<file path="src/rtl/mealy_seq_detector_pkg.sv">
// Shared helpers for the serial-pattern detector: default slot patterns,
// index-width sizing and saturating counter increment.
package mealy_seq_pkg;

  localparam int unsigned MAX_WIDTH = 64;

  typedef enum logic {
    MODE_NONOVERLAP = 1'b0,
    MODE_OVERLAP    = 1'b1
  } ovl_mode_e;

  function automatic int unsigned idx_width(input int unsigned n);
    return (n <= 1) ? 1 : $clog2(n);
  endfunction

  // Slot 1 is the alternating pattern ending in 1 (newest bit = LSB); slot 0
  // is its complement; higher slots default to all-zero.
  function automatic logic [MAX_WIDTH-1:0] default_pattern(input int unsigned width,
                                                          input int unsigned slot);
    logic [MAX_WIDTH-1:0] p;
    p = '0;
    if (slot < 2) begin
      for (int unsigned i = 0; i < MAX_WIDTH; i++) begin
        if (i < width) p[i] = ((i % 2) == 0) ^ (slot == 0);
      end
    end
    return p;
  endfunction

  function automatic logic [MAX_WIDTH-1:0] sat_inc(input logic [MAX_WIDTH-1:0] v,
                                                  input int unsigned w);
    logic [MAX_WIDTH-1:0] top;
    top = (w >= MAX_WIDTH) ? '1 : ((MAX_WIDTH'(1) << w) - 1'b1);
    return (v >= top) ? top : v + 1'b1;
  endfunction

endpackage

</file>
<file path="src/rtl/mealy_seq_detector_if.sv">
// Serial stream, configuration and result signals of the pattern detector.
interface mealy_seq_detector_if
  import mealy_seq_pkg::*;
#(
  parameter int unsigned WIDTH   = 3,
  parameter int unsigned NUM_PAT = 2,
  parameter int unsigned CNT_W   = 8,
  parameter int unsigned IDX_W   = idx_width(NUM_PAT)
);
  logic                     in_valid;
  logic                     in_bit;
  logic                     cfg_we;
  logic [IDX_W-1:0]         cfg_idx;
  logic [WIDTH-1:0]         cfg_pattern;
  logic                     cfg_overlap;
  logic                     cfg_enable;
  logic                     clear_counts;
  logic [NUM_PAT-1:0]       match;
  logic [NUM_PAT*CNT_W-1:0] match_count;

  modport slave (
    input  in_valid, in_bit, cfg_we, cfg_idx, cfg_pattern, cfg_overlap, cfg_enable,
           clear_counts,
    output match, match_count
  );

  modport master (
    output in_valid, in_bit, cfg_we, cfg_idx, cfg_pattern, cfg_overlap, cfg_enable,
           clear_counts,
    input  match, match_count
  );
endinterface

</file>
<file path="src/rtl/mealy_seq_detector_lane.sv">
// One pattern slot: configuration registers, non-overlap guard, Mealy compare
// and saturating hit counter.
module mealy_seq_lane
  import mealy_seq_pkg::*;
#(
  parameter int unsigned WIDTH = 3,
  parameter int unsigned CNT_W = 8,
  parameter int unsigned SLOT  = 0
) (
  input  logic             clock,
  input  logic             reset,
  input  logic [WIDTH-1:0] window,
  input  logic             fill_ok,
  input  logic             accept,
  input  logic             clear,
  input  logic             wr,
  input  logic [WIDTH-1:0] wr_pattern,
  input  logic             wr_overlap,
  input  logic             wr_enable,
  output logic             match,
  output logic [CNT_W-1:0] count
);
  localparam int unsigned GW = $clog2(WIDTH);
  localparam logic [MAX_WIDTH-1:0] DEF_FULL = default_pattern(WIDTH, SLOT);
  localparam logic [WIDTH-1:0] DEF_PAT = DEF_FULL[WIDTH-1:0];
  localparam logic [GW-1:0] GUARD_INIT = GW'(WIDTH - 1);

  logic [WIDTH-1:0] pat;
  ovl_mode_e        ovl;
  logic             en;
  logic [GW-1:0]    guard;

  always_comb match = accept & ~reset & en & fill_ok & (window == pat) & (guard == '0);

  always_ff @(posedge clock) begin
    if (reset) begin
      pat   <= DEF_PAT;
      ovl   <= MODE_OVERLAP;
      en    <= (SLOT < 2);
      guard <= '0;
      count <= '0;
    end else begin
      // Guard counts down the bits still owned by the previous match.
      if (accept) begin
        if (guard != '0)                               guard <= guard - 1'b1;
        else if (match && (ovl == MODE_NONOVERLAP))    guard <= GUARD_INIT;
      end
      if (wr) begin
        pat   <= wr_pattern;
        ovl   <= ovl_mode_e'(wr_overlap);
        en    <= wr_enable;
        guard <= '0;
      end
      if (clear)      count <= '0;
      else if (match) count <= CNT_W'(sat_inc(MAX_WIDTH'(count), CNT_W));
    end
  end
endmodule

</file>
<file path="src/rtl/mealy_seq_detector.sv">
// Multi-pattern Mealy serial detector: shared history/fill tracking,
// config decode and one lane per programmable pattern.
module mealy_seq_detector
  import mealy_seq_pkg::*;
#(
  parameter int unsigned WIDTH   = 3,
  parameter int unsigned NUM_PAT = 2,
  parameter int unsigned CNT_W   = 8,
  parameter int unsigned IDX_W   = idx_width(NUM_PAT)
) (
  input logic                 clock,
  input logic                 reset,
  mealy_seq_detector_if.slave bus
);
  localparam int unsigned FW = $clog2(WIDTH);
  localparam logic [FW-1:0] FILL_FULL = FW'(WIDTH - 1);

  logic [WIDTH-2:0]         hist;
  logic [FW-1:0]            fill;
  logic [WIDTH-1:0]         window;
  logic                     fill_ok;
  logic [NUM_PAT-1:0]       wr;
  logic [NUM_PAT-1:0]       match_v;
  logic [NUM_PAT*CNT_W-1:0] count_v;

  always_comb begin
    window  = {hist, bus.in_bit};
    fill_ok = (fill == FILL_FULL);
  end

  // Indices at or beyond NUM_PAT match no lane, so such writes are dropped.
  always_comb begin
    wr = '0;
    for (int unsigned k = 0; k < NUM_PAT; k++) begin
      if (bus.cfg_we && (bus.cfg_idx == IDX_W'(k))) wr[k] = 1'b1;
    end
  end

  always_ff @(posedge clock) begin
    if (reset) begin
      hist <= '0;
      fill <= '0;
    end else if (bus.in_valid) begin
      hist <= window[WIDTH-2:0];
      if (fill != FILL_FULL) fill <= fill + 1'b1;
    end
  end

  for (genvar k = 0; k < NUM_PAT; k++) begin : g_lane
    mealy_seq_lane #(
      .WIDTH (WIDTH),
      .CNT_W (CNT_W),
      .SLOT  (k)
    ) u_lane (
      .clock      (clock),
      .reset      (reset),
      .window     (window),
      .fill_ok    (fill_ok),
      .accept     (bus.in_valid),
      .clear      (bus.clear_counts),
      .wr         (wr[k]),
      .wr_pattern (bus.cfg_pattern),
      .wr_overlap (bus.cfg_overlap),
      .wr_enable  (bus.cfg_enable),
      .match      (match_v[k]),
      .count      (count_v[k*CNT_W +: CNT_W])
    );
  end

  assign bus.match       = match_v;
  assign bus.match_count = count_v;
endmodule

</file>
<file path="src/flat_wrapper.sv">
// flat-port wrapper written by rule: the top's interface ports become plain ports
module mealy_seq_detector_flat import mealy_seq_pkg::*;
#(
  parameter int unsigned WIDTH   = 3,
  parameter int unsigned NUM_PAT = 2,
  parameter int unsigned CNT_W   = 8,
  parameter int unsigned IDX_W   = idx_width(NUM_PAT)
)
  (clock, reset, bus_in_valid, bus_in_bit, bus_cfg_we, bus_cfg_idx, bus_cfg_pattern, bus_cfg_overlap, bus_cfg_enable, bus_clear_counts, bus_match, bus_match_count);
  mealy_seq_detector_if #(.WIDTH(WIDTH), .NUM_PAT(NUM_PAT), .CNT_W(CNT_W), .IDX_W(IDX_W)) bus_i ();
  input logic clock;
  input logic reset;
  input wire logic [$bits(bus_i.in_valid)-1:0] bus_in_valid;
  input wire logic [$bits(bus_i.in_bit)-1:0] bus_in_bit;
  input wire logic [$bits(bus_i.cfg_we)-1:0] bus_cfg_we;
  input wire logic [$bits(bus_i.cfg_idx)-1:0] bus_cfg_idx;
  input wire logic [$bits(bus_i.cfg_pattern)-1:0] bus_cfg_pattern;
  input wire logic [$bits(bus_i.cfg_overlap)-1:0] bus_cfg_overlap;
  input wire logic [$bits(bus_i.cfg_enable)-1:0] bus_cfg_enable;
  input wire logic [$bits(bus_i.clear_counts)-1:0] bus_clear_counts;
  output wire logic [$bits(bus_i.match)-1:0] bus_match;
  output wire logic [$bits(bus_i.match_count)-1:0] bus_match_count;
  assign bus_i.in_valid = bus_in_valid;
  assign bus_i.in_bit = bus_in_bit;
  assign bus_i.cfg_we = bus_cfg_we;
  assign bus_i.cfg_idx = bus_cfg_idx;
  assign bus_i.cfg_pattern = bus_cfg_pattern;
  assign bus_i.cfg_overlap = bus_cfg_overlap;
  assign bus_i.cfg_enable = bus_cfg_enable;
  assign bus_i.clear_counts = bus_clear_counts;
  assign bus_match = bus_i.match;
  assign bus_match_count = bus_i.match_count;
  mealy_seq_detector #(.WIDTH(WIDTH), .NUM_PAT(NUM_PAT), .CNT_W(CNT_W), .IDX_W(IDX_W)) u_core (.clock(clock), .reset(reset), .bus(bus_i));
endmodule
</file>
<file path="config.mk">
export PLATFORM = sky130hd
export DESIGN_NAME = mealy_seq_detector_flat
export DESIGN_NICKNAME = d
export VERILOG_FILES = /design/src/rtl/mealy_seq_detector_pkg.sv /design/src/rtl/mealy_seq_detector_if.sv /design/src/rtl/mealy_seq_detector_lane.sv /design/src/rtl/mealy_seq_detector.sv /design/src/flat_wrapper.sv
export SDC_FILE = /design/constraint.sdc
export NUM_CORES = 1
export LEC_CHECK = 0
export CORE_UTILIZATION = 53
export DETAILED_ROUTE_END_ITERATION = 10
export PLACE_DENSITY_LB_ADDON = 0.3
export SLEW_MARGIN = 10
export SYNTH_ARGS = -nofsm -noshare
export SYNTH_HDL_FRONTEND = slang
export SYNTH_HIERARCHICAL = 1
export SYNTH_SLANG_ARGS = --single-unit
export TNS_END_PERCENT = 30
</file>
<file path="constraint.sdc">
create_clock -name clock -period 2.1 [get_ports clock]
set_input_delay 0.21 -clock clock [delete_from_list [all_inputs] [get_ports clock]]
set_output_delay 0.21 -clock clock [all_outputs]
set_load 0.05 [all_outputs]
</file>
# Word-level counts from Yosys, hierarchy flattened
# Cells that the tools add are included.
[word_totals] regBits=34 latchBits=0 ramBits=0 romBits=0 inputBits=12 out_inout_bits=18 wordCells=60 memories=0
[classes] addsub=5 mul=0 div=0 magnitude_cmp=2 eq_ne=4 n_shift=0 mux=8 n_bitwise=13 reduce_logical=16
[ops] op="adder 8 x 1 -> 8 bit, second input constant" count=2
[ops] op=">= comparator 8 bit, second input constant" count=2
[ops] op="two-way mux 8 bit" count=2
[ops] op="AND 1 bit" count=9
[ops] op="two-way mux 2 bit" count=4
[ops] op="nonzero test 2 bit" count=4
[ops] op="equality test 3 bit" count=2
[ops] op="AND reduction 2 bit" count=3
[ops] op="OR reduction 2 bit" count=3
[ops] op="logical AND 1 bit" count=4
[ops] op="logical NOT 2 bit" count=2
[ops] op="inverter 1 bit" count=4
[ops] op="subtractor 2 x 1 -> 2 bit, second input constant" count=2
[ops] op="adder 2 x 1 -> 2 bit, second input constant" count=1
[ops] op="equality test 2 bit, second input constant" count=1
[ops] op="two-way mux 1 bit" count=2
[ops] op="!= test 2 bit, second input constant" count=1

# Longest topological paths before layout
# Gate-level depths: netlist of the first run.
[logic_depth] ltp_word=9 mapped_depth=6 mapped_depth_nobuf=6

# By module
# The synthesis of the first run kept the hierarchy.
[modules_own_cells] mod="mealy_seq_lane (u_core.g_lane[1].u_lane)" n_inst=1 cells_each=94 area_each_um2=842.1 seq_area_each_um2=300.3
[modules_own_cells] mod="mealy_seq_lane (u_core.g_lane[0].u_lane)" n_inst=1 cells_each=94 area_each_um2=830.8 seq_area_each_um2=300.3
[modules_own_cells] mod="mealy_seq_detector" n_inst=1 cells_each=19 area_each_um2=196.4 seq_area_each_um2=80.1

# Worst setup path after synthesis of the first run
# Ideal clock, no wire load.
[synth_path] path_type="register to register" start="register u_core.fill[0]" end="register u_core.g_lane[1].u_lane.count[6]" setup_time_ps=181 arrival_time_ps=1952 t_required_ps=1919 setup_slack_ps=-32 path_stages_with_launch=7 path_buffers=0 period_less_slack_ps=2132 cell_sequence="dfxtp_1 > inv_1 > ha_1 > nand4b_4 > or2_4 > nor2_1 > a311oi_1"
[synth_via] elab_chain_cells=4
[synth_lines] item="from (decl)" line_no="mealy_seq_detector.sv:19" text="logic [FW-1:0] fill;"
[synth_lines] item="from (signal assigned)" line_no="mealy_seq_detector.sv:45" text="if (fill != FILL_FULL) fill <= fill + 1'b1;"
[synth_lines] item="equality test 2 bit" line_no="mealy_seq_detector.sv:28" text="fill_ok = (fill == FILL_FULL);"
[synth_lines] item="via u_core.fill_ok" line_no="mealy_seq_detector.sv:21" text="logic fill_ok;"
[synth_lines] item="AND 1 bit (3 in series)" line_no="mealy_seq_detector_lane.sv:33" text="always_comb match = accept & ~reset & en & fill_ok & (window == pat) & (guard == '0);"
[synth_lines] item="via bus_match[1]" line_no="flat_wrapper.sv:21" text="output wire logic [$bits(bus_i.match)-1:0] bus_match;"
[synth_lines] item="to (signal assigned)" line_no="mealy_seq_detector_lane.sv:55" text="else if (match) count <= CNT_W'(sat_inc(MAX_WIDTH'(count), CNT_W));"
[synth_lines] item="to (decl)" line_no="mealy_seq_detector_lane.sv:21" text="output logic [CNT_W-1:0] count"
# The timed path passes the listed nets, and every way through them passes these cells.
# A chain may end at the register's enable or synchronous reset.

# Worst setup path in the final report of the first run
[layout_path] start="register u_core.g_lane[1].u_lane.guard[0]" end="output port bus_match[1]"
[layout_via] elab_chain_cells=2
[layout_lines] item="from (decl)" line_no="mealy_seq_detector_lane.sv:31" text="logic [GW-1:0] guard;"
[layout_lines] item="from (signal assigned)" line_no="mealy_seq_detector_lane.sv:45" text="if (guard != '0) guard <= guard - 1'b1;"
[layout_lines] item="logical NOT 2 bit" line_no="mealy_seq_detector_lane.sv:33"
[layout_lines] item="AND 1 bit" line_no="mealy_seq_detector_lane.sv:33"
[layout_lines] item="to (decl)" line_no="flat_wrapper.sv:21"
# Every way passes these cells.

==> results of run 1 <==
-- final cells by class --
type	count	area, sq um	area share (%)
tap	46	57.56	2.459
timing repair buffer	34	347.8	14.86
multi-input combinational	152	1120	47.84
sequential	34	680.7	29.08
inverter	15	56.30	2.405
clock inverter	2	37.54	1.603
clock buffer	6	41.29	1.764
-- worst max-delay path by stage --
stage,startpoint,cells past startpoint,endpoint,slack [ns]
finish,u_core/g_lane[1].u_lane/guard[0],6,bus_match[1],0.16
global route,u_core/g_lane[1].u_lane/guard[0],6,bus_match[1],0.02
CTS,u_core/fill[0],6,bus_match[1],0.009
detailed placement,bus_in_valid,5,bus_match[1],0.15
global placement,bus_in_valid,5,bus_match[1],0.16
floorplan,u_core/fill[0],6,u_core/g_lane[1].u_lane/count[6],0.26
-- worst min-delay path: cells and delay by family, from the launching register on --
family / cells / cell delay, ns
muxes: 1 / 0.05
DFF: 1 / 0.32
and+or+nand+nor: 1 / 0.05
-- per-layer routing --
metal  wire length [um]  part of all wire, %
met5                  0                    0
met1               1842                   49
met2               1742                   47
met4                 17                 0.46
met3                123                  3.3
-- layout by cell type (no fill, tap or decap), types with 2 or more instances in the layout --
master and n:
nor2b_1 5, a41oi_1 2, buf_12 2, dfxtp_1 34, nand4_1 2, a32oi_2 2
inv_1 15, ha_1 5, a311oi_1 4, a211oi_1 9, o31ai_1 2, o211ai_1 4
nand3_1 8, nand2_1 21, a31oi_1 6, nor3_2 2, nor2_2 3, nor4_1 2
nor4_2 3, a21oi_1 6, xnor2_1 6, nand4b_4 2, mux2_4 2, ha_2 2
or2_4 2, buf_4 5, o31a_1 2, and3_1 4, clkdlybuf4s50_1 27, nand3_2 2
nor3_1 4, nor2_1 19, mux2i_1 12, or3_2 2, clkbuf_4 5
-- power groups by stage --
stage / sequential [mW] / clock [mW] / combinational (mW)
6_report: 0.672 / 0.461 / 0.143
5_1_grt: 0.675 / 0.522 / 0.159
4_1_cts: 0.672 / 0.477 / 0.142
3_5_place_dp: 0.687 / 0 / 0.142
3_3_place_gp: 0.687 / 0 / 0.139
2_1_floorplan: 0.685 / 0 / 0.0923
-- metrics by stage --
stage               utilization [%]  cell area (sq um)
CTS                           69.31               2331
detailed placement            66.96               2252
global route                  69.61               2341
finish                        69.61               2341
global placement              66.96               2252
floorplan                         -               1872
-- state kept, by name, indices dropped and copies added, names as in the netlist --
name and cells:
u_core/g_lane.u_lane/count 16, u_core/g_lane.u_lane/guard 4, u_core/g_lane.u_lane/en 2, u_core/fill 2, u_core/g_lane.u_lane/pat 6, u_core/hist 2
u_core/g_lane.u_lane/ovl 2
-- kinds of logic after synthesis --
group                      Yosys count  share of synthesized area, %
AOI/OAI and AO/OA                   38                         15.80
xor gates and xnor gates             6                         2.811
muxes                               14                         8.032
DFF                                 34                         36.41
and+or+nand+nor                     87                         27.91
buffers and inverters               21                         4.351
adders and majority gates            7                         4.685
==> metrics.csv, run 1 <==
metric,value,unit
worst vdd ir,0.4224,mV
floorplan row count,21,
setup_tns,0,ns
Synth area leader,dfxtp_1,
post-synthesis net count,226,
ratio of cells with drive above 1 in the final layout,16.87,%
Setup Crit Path Kind,register to output pin,
WHS Endpoint,u_core/g_lane[1].u_lane/guard[0],
Synth top area share,36.41,%
DRT Pass-1 Iters,4,
Slew HR,65.78,%
H-tree levels,2,
register-to-register setup slack,0.48,ns
clock power share,36.1,%
ranking of synthesized cells by area,"dfxtp_1 36%, mux2i_1 6.4%, ha_1 4.7%",
met1 usage,30.74,%
# diodes,0,
DR DRC count,0,
final hold violation count,0,
Critical Path Slowest Stage Cell,dfxtp_1,
Yosys reg bits,34,
unrepaired setup endpoints after global routing,false,
vias in the first global route,1334,
Die H,61.39,um
combinational share of power,11.2,%
initial antenna violation count,0,
"non-filler cells, final",289,
postcts setup bufs,0,
clk_skew,0.01102,ns
hpwl dp,2921,um
top-count cell post-synth,dfxtp_1,
Num CTS Buffers,5,
Max Slew Vio Count,0,
Synth Flop Type,dfxtp_1,
critical path data required time,1.89,ns
Worst Max-Slew Pin Slew,0.5117,ns
Clock Latency Late Sink,0.32,ns
hold slack,0.4678,ns
met3 Usage GRT,6.303,%
GRT Total Usage,21.88,%
Flop pwr share,52.6,%
CTS resizes,0,
Final Critical Period,1.941,ns
reg2reg end,u_core/g_lane[1].u_lane/count[5],
vias per cell,5.585,
register area share after synthesis,36.41,%
clk buf depth,2,
Post-synth EDFFs,0,
switching part of the total,23.02,%
P_int,983.2,uW
fmax,515.1,MHz
"FFs w/ async S/R, synth",0,%
DRT Wirelength,3725,um
R2R cell count,6,
Cell variety after synth,39,
worst reg2reg path startpoint,u_core/g_lane[1].u_lane/guard[0],
hold_buf cts,0,
dpl cells,281,
crit-path max FO,5,
Syn Inst Count,207,
Antenna Violating Nets Remaining,0,
crit path capture type,output pin,
Routed wire per std cell,12.89,um
num ports,30,
startpoint class of the critical path,register,
worst hold path cell count,2,
met2 Use GR,33.54,%
Setup WS pre-CTS,0.1488,ns
commonest cells in the netlist,"34 x dfxtp_1, 21 x nand2_1, 20 x nor2_1",
Via Count,1614,
HP Class,register to register,
global-route wire length before repair,6065,um
GPL Wtd Cong,0.8095,
Die Area,0.003769,sq mm
hold path start,u_core/g_lane[1].u_lane/guard[0],
critical path arrival,1.73,ns
post-route clock period utilization,92.44,%
Root Driver,clkbuf_4,
filler cell count,296,
"Reg clk slew, reported paths",0.10,ns
syn avg cell area,9.030,sq um
Top delay family on crit path,simple AND/OR/NAND/NOR gates,
core region area,0.003363,sq mm
P per Cell Area,545.6,mW/mm^2
TritonCTS clock tree,yes,
Total Power,1.277,mW
Setup-failing EPs final,0,
largest net degree at the start of global routing,12,
# Max-Cap Violations,0,
mapped cell area,0.001869,sq mm
status,completed,
worst setup margin,0.1588,ns
yosys warns,6,
Nets,261,
Initial DRC Count,112,
Initial Util,55.58,%
global route hottest layer,met2,
CP max stage delay,0.32,ns
gr ovfl total,0,
Leakage,0.8679,nW
IO Port Bufs,29,
clk sinks,34,
"Cell Chain, Critical Path","inv_1, ha_2, nand4b_4, or2_4, nor2_4, buf_12",
area grow syn2layout,25.23,%
Die X,61.39,um
Buffers & Inverters on Critical Path,2,
Psw,294.0,uW
Note: power is estimated with default switching activity, not from simulation.
==> inputs of run 2 (changes only) <==
CORE_UTILIZATION = 57   (was 53)
clock period = 2.29 ns   (was 2.1 ns; I/O delays follow)
==> run 2 against run 1 <==
  * Utilization up 5.1 points
  * Largest power group unchanged
  * Final cell count down 1.0%
  * Non-clock buffer count down 1
  * Routed wire length up 1.9%
==> metrics.csv, run 2 (synthesis gave the netlist of run 1 again) <==
metric,value,unit,change
DRT Pass-1 Iters,4,,unchanged
CTS resizes,0,,unchanged
Final Critical Period,2.124,ns,
IO Port Bufs,29,,unchanged
Nets,260,,-0.38%
H-tree levels,2,,unchanged
CP max stage delay,0.33,ns,about the same
crit path capture type,output pin,,
Multi-input gate area,0.001107,sq mm,-1.1%
Slew HR,66.30,%,+0.52 points
vias per cell,5.535,,-0.89%
Setup Crit Path Kind,register to output pin,,
initial antenna violation count,0,,unchanged
Routed wire per std cell,13.27,um,+3.0%
floorplan row count,20,,-4.8%
Initial DRC Count,54,,-52%
post-layout util,74.72,%,+5.1 points
"commonest non-fill, non-tap cells in the layout","34 x dfxtp_1, 27 x clkdlybuf4s50_1, 21 x nand2_1",,
Max Slew Vio Count,0,,unchanged
Sequential cell area,680.7,sq um,unchanged
"Cell Chain, Critical Path","inv_1, ha_1, nand4b_4, or2_4, nor2_2, buf_12",,
Clock Latency Late Sink,0.35,ns,+0.03 ns
DRT Wirelength,3796,um,+1.9%
# Max-Cap Violations,0,,unchanged
gr ovfl total,0,,unchanged
core region area,0.003078,sq mm,-8.5%
Antenna Violating Nets Remaining,0,,unchanged
DR DRC count,0,,unchanged
Num CTS Buffers,5,,unchanged
clk_skew,0.005906,ns,-0.005110 ns
hpwl dp,2872,um,-1.7%
worst vdd ir,0.3776,mV,-11%
ratio of cells with drive above 1 in the final layout,15.29,%,-1.6 points
crit-path max FO,5,,unchanged
startpoint class of the critical path,register,,
Leakage,0.8623,nW,-0.64%
"Most flops, register",u_core/g_lane.u_lane/count,,
Root Driver,clkbuf_4,,
Initial Util,60.73,%,+5.2 points
critical path data required time,2.06,ns,+0.17 ns
"Reg clk slew, reported paths",0.10,ns,about the same
status,completed,,
critical path arrival,1.89,ns,+0.16 ns
largest net degree at the start of global routing,16,,+4
# diodes,0,,unchanged
GPL Wtd Cong,0.8586,,+6.1%
filler cell count,247,,-17%
max reg flops,16,,unchanged
post-route clock period utilization,92.74,%,
unrepaired setup endpoints after global routing,false,,
P per Cell Area,476.8,mW/mm^2,-13%
HP Class,register to register,,
"most common cell after layout, fill and taps aside",dfxtp_1,,
Die Area,0.003512,sq mm,-6.8%
setup_tns,0,ns,unchanged
hold_buf cts,0,,unchanged
Critical Path Slowest Stage Cell,dfxtp_1,,
Via Count,1583,,-1.9%
global-route wire length before repair,6568,um,+8.3%
final hold violation count,0,,unchanged
Worst Max-Slew Pin Slew,0.5039,ns,-0.007747 ns
Buffers & Inverters on Critical Path,2,,unchanged
Top delay family on crit path,simple AND/OR/NAND/NOR gates,,
area grow syn2layout,23.03,%,
vias in the first global route,1460,,+9.4%
clk buf depth,2,,unchanged
clk sinks,34,,unchanged
postcts setup bufs,0,,unchanged
Setup-failing EPs final,0,,unchanged
Regs by FF count,"u_core/g_lane.u_lane/count x16, u_core/g_lane.u_lane/pat x6, u_core/g_lane.u_lane/guard x4",,
Die H,59.27,um,-3.5%
GRT Total Usage,25.11,%,+3.2 points
num ports,30,,unchanged
TritonCTS clock tree,yes,,
Die X,59.27,um,-3.5%
fmax,470.8,MHz,
## run 2: path summary, 6_finish.rpt
path	startpoint	to	slack [ns]	cells past startpoint
hold reg to reg	u_core/g_lane[1].u_lane/guard[0]	u_core/g_lane[1].u_lane/guard[0]	0.47	2
hold / removal	u_core/g_lane[1].u_lane/guard[0]	u_core/g_lane[1].u_lane/guard[0]	0.47	2
setup reg to reg	u_core/fill[0]	u_core/g_lane[0].u_lane/count[5]	0.59	6
setup / recovery	u_core/fill[0]	bus_match[0]	0.17	6
## run 2: stage by stage
step	power [mW]	instances	cell area, sq um	setup slack, ns	hold WS, ns
after detailed placement	0.7589	278	2240	0.2827	0.4545
after global placement	0.7545	278	2240	0.2992	0.4489
after CTS	1.103	286	2300	0.1489	0.4711
final	1.096	286	2300	0.1662	0.4742
after floorplan	0.7122	207	1869	0.1575	0.3014
after global routing	1.142	286	2300	0.06445	0.5014
## run 2: where the power goes
part	leakage, nW	switching, mW	internal, mW
Combinational	0.551	0.0659	0.0627
Clock	0.0353	0.202	0.149
Sequential	0.276	0.00992	0.607
Total	0.862	0.278	0.818
## run 2: final cells by class
class                           count  share of cell area [%]
Clock inverter                      1                  0.2176
Sequential cell                    34                   29.60
Multi-Input combinational cell    152                   48.15
Tap cell                           44                   2.394
Timing Repair Buffer               33                   14.80
Clock buffer                        7                   2.394
Inverter                           15                   2.448
## run 2: metal layers
layer / track usage [%] / vias up / routed length [um] / part of all wire, %
li1: - / 814 / - / -
met1: 31.66 / 734 / 1798 / 47
met2: 41.41 / 28 / 1834 / 48
met3: 4.585 / 7 / 119 / 3.1
met4: 11.56 / 0 / 44 / 1.2
met5: 0 / - / 0 / 0
## run 2: worst register-to-register path: cells and delay by family (launching register included)
| kind | cells | cell delay [ns] |
|---|---|---|
| fa+ha+maj | 1 | 0.28 |
| simple gates | 3 | 0.76 |
| flops | 1 | 0.33 |
| compound gates | 1 | 0.14 |
| buf+inv | 1 | 0.06 |
==> inputs of run 3 (changes only) <==
GPL_ROUTABILITY_DRIVEN = 0   (was not set)
==> results of run 3 <==
Same layout as run 2: the final DEF is identical, and so are final timing and power.
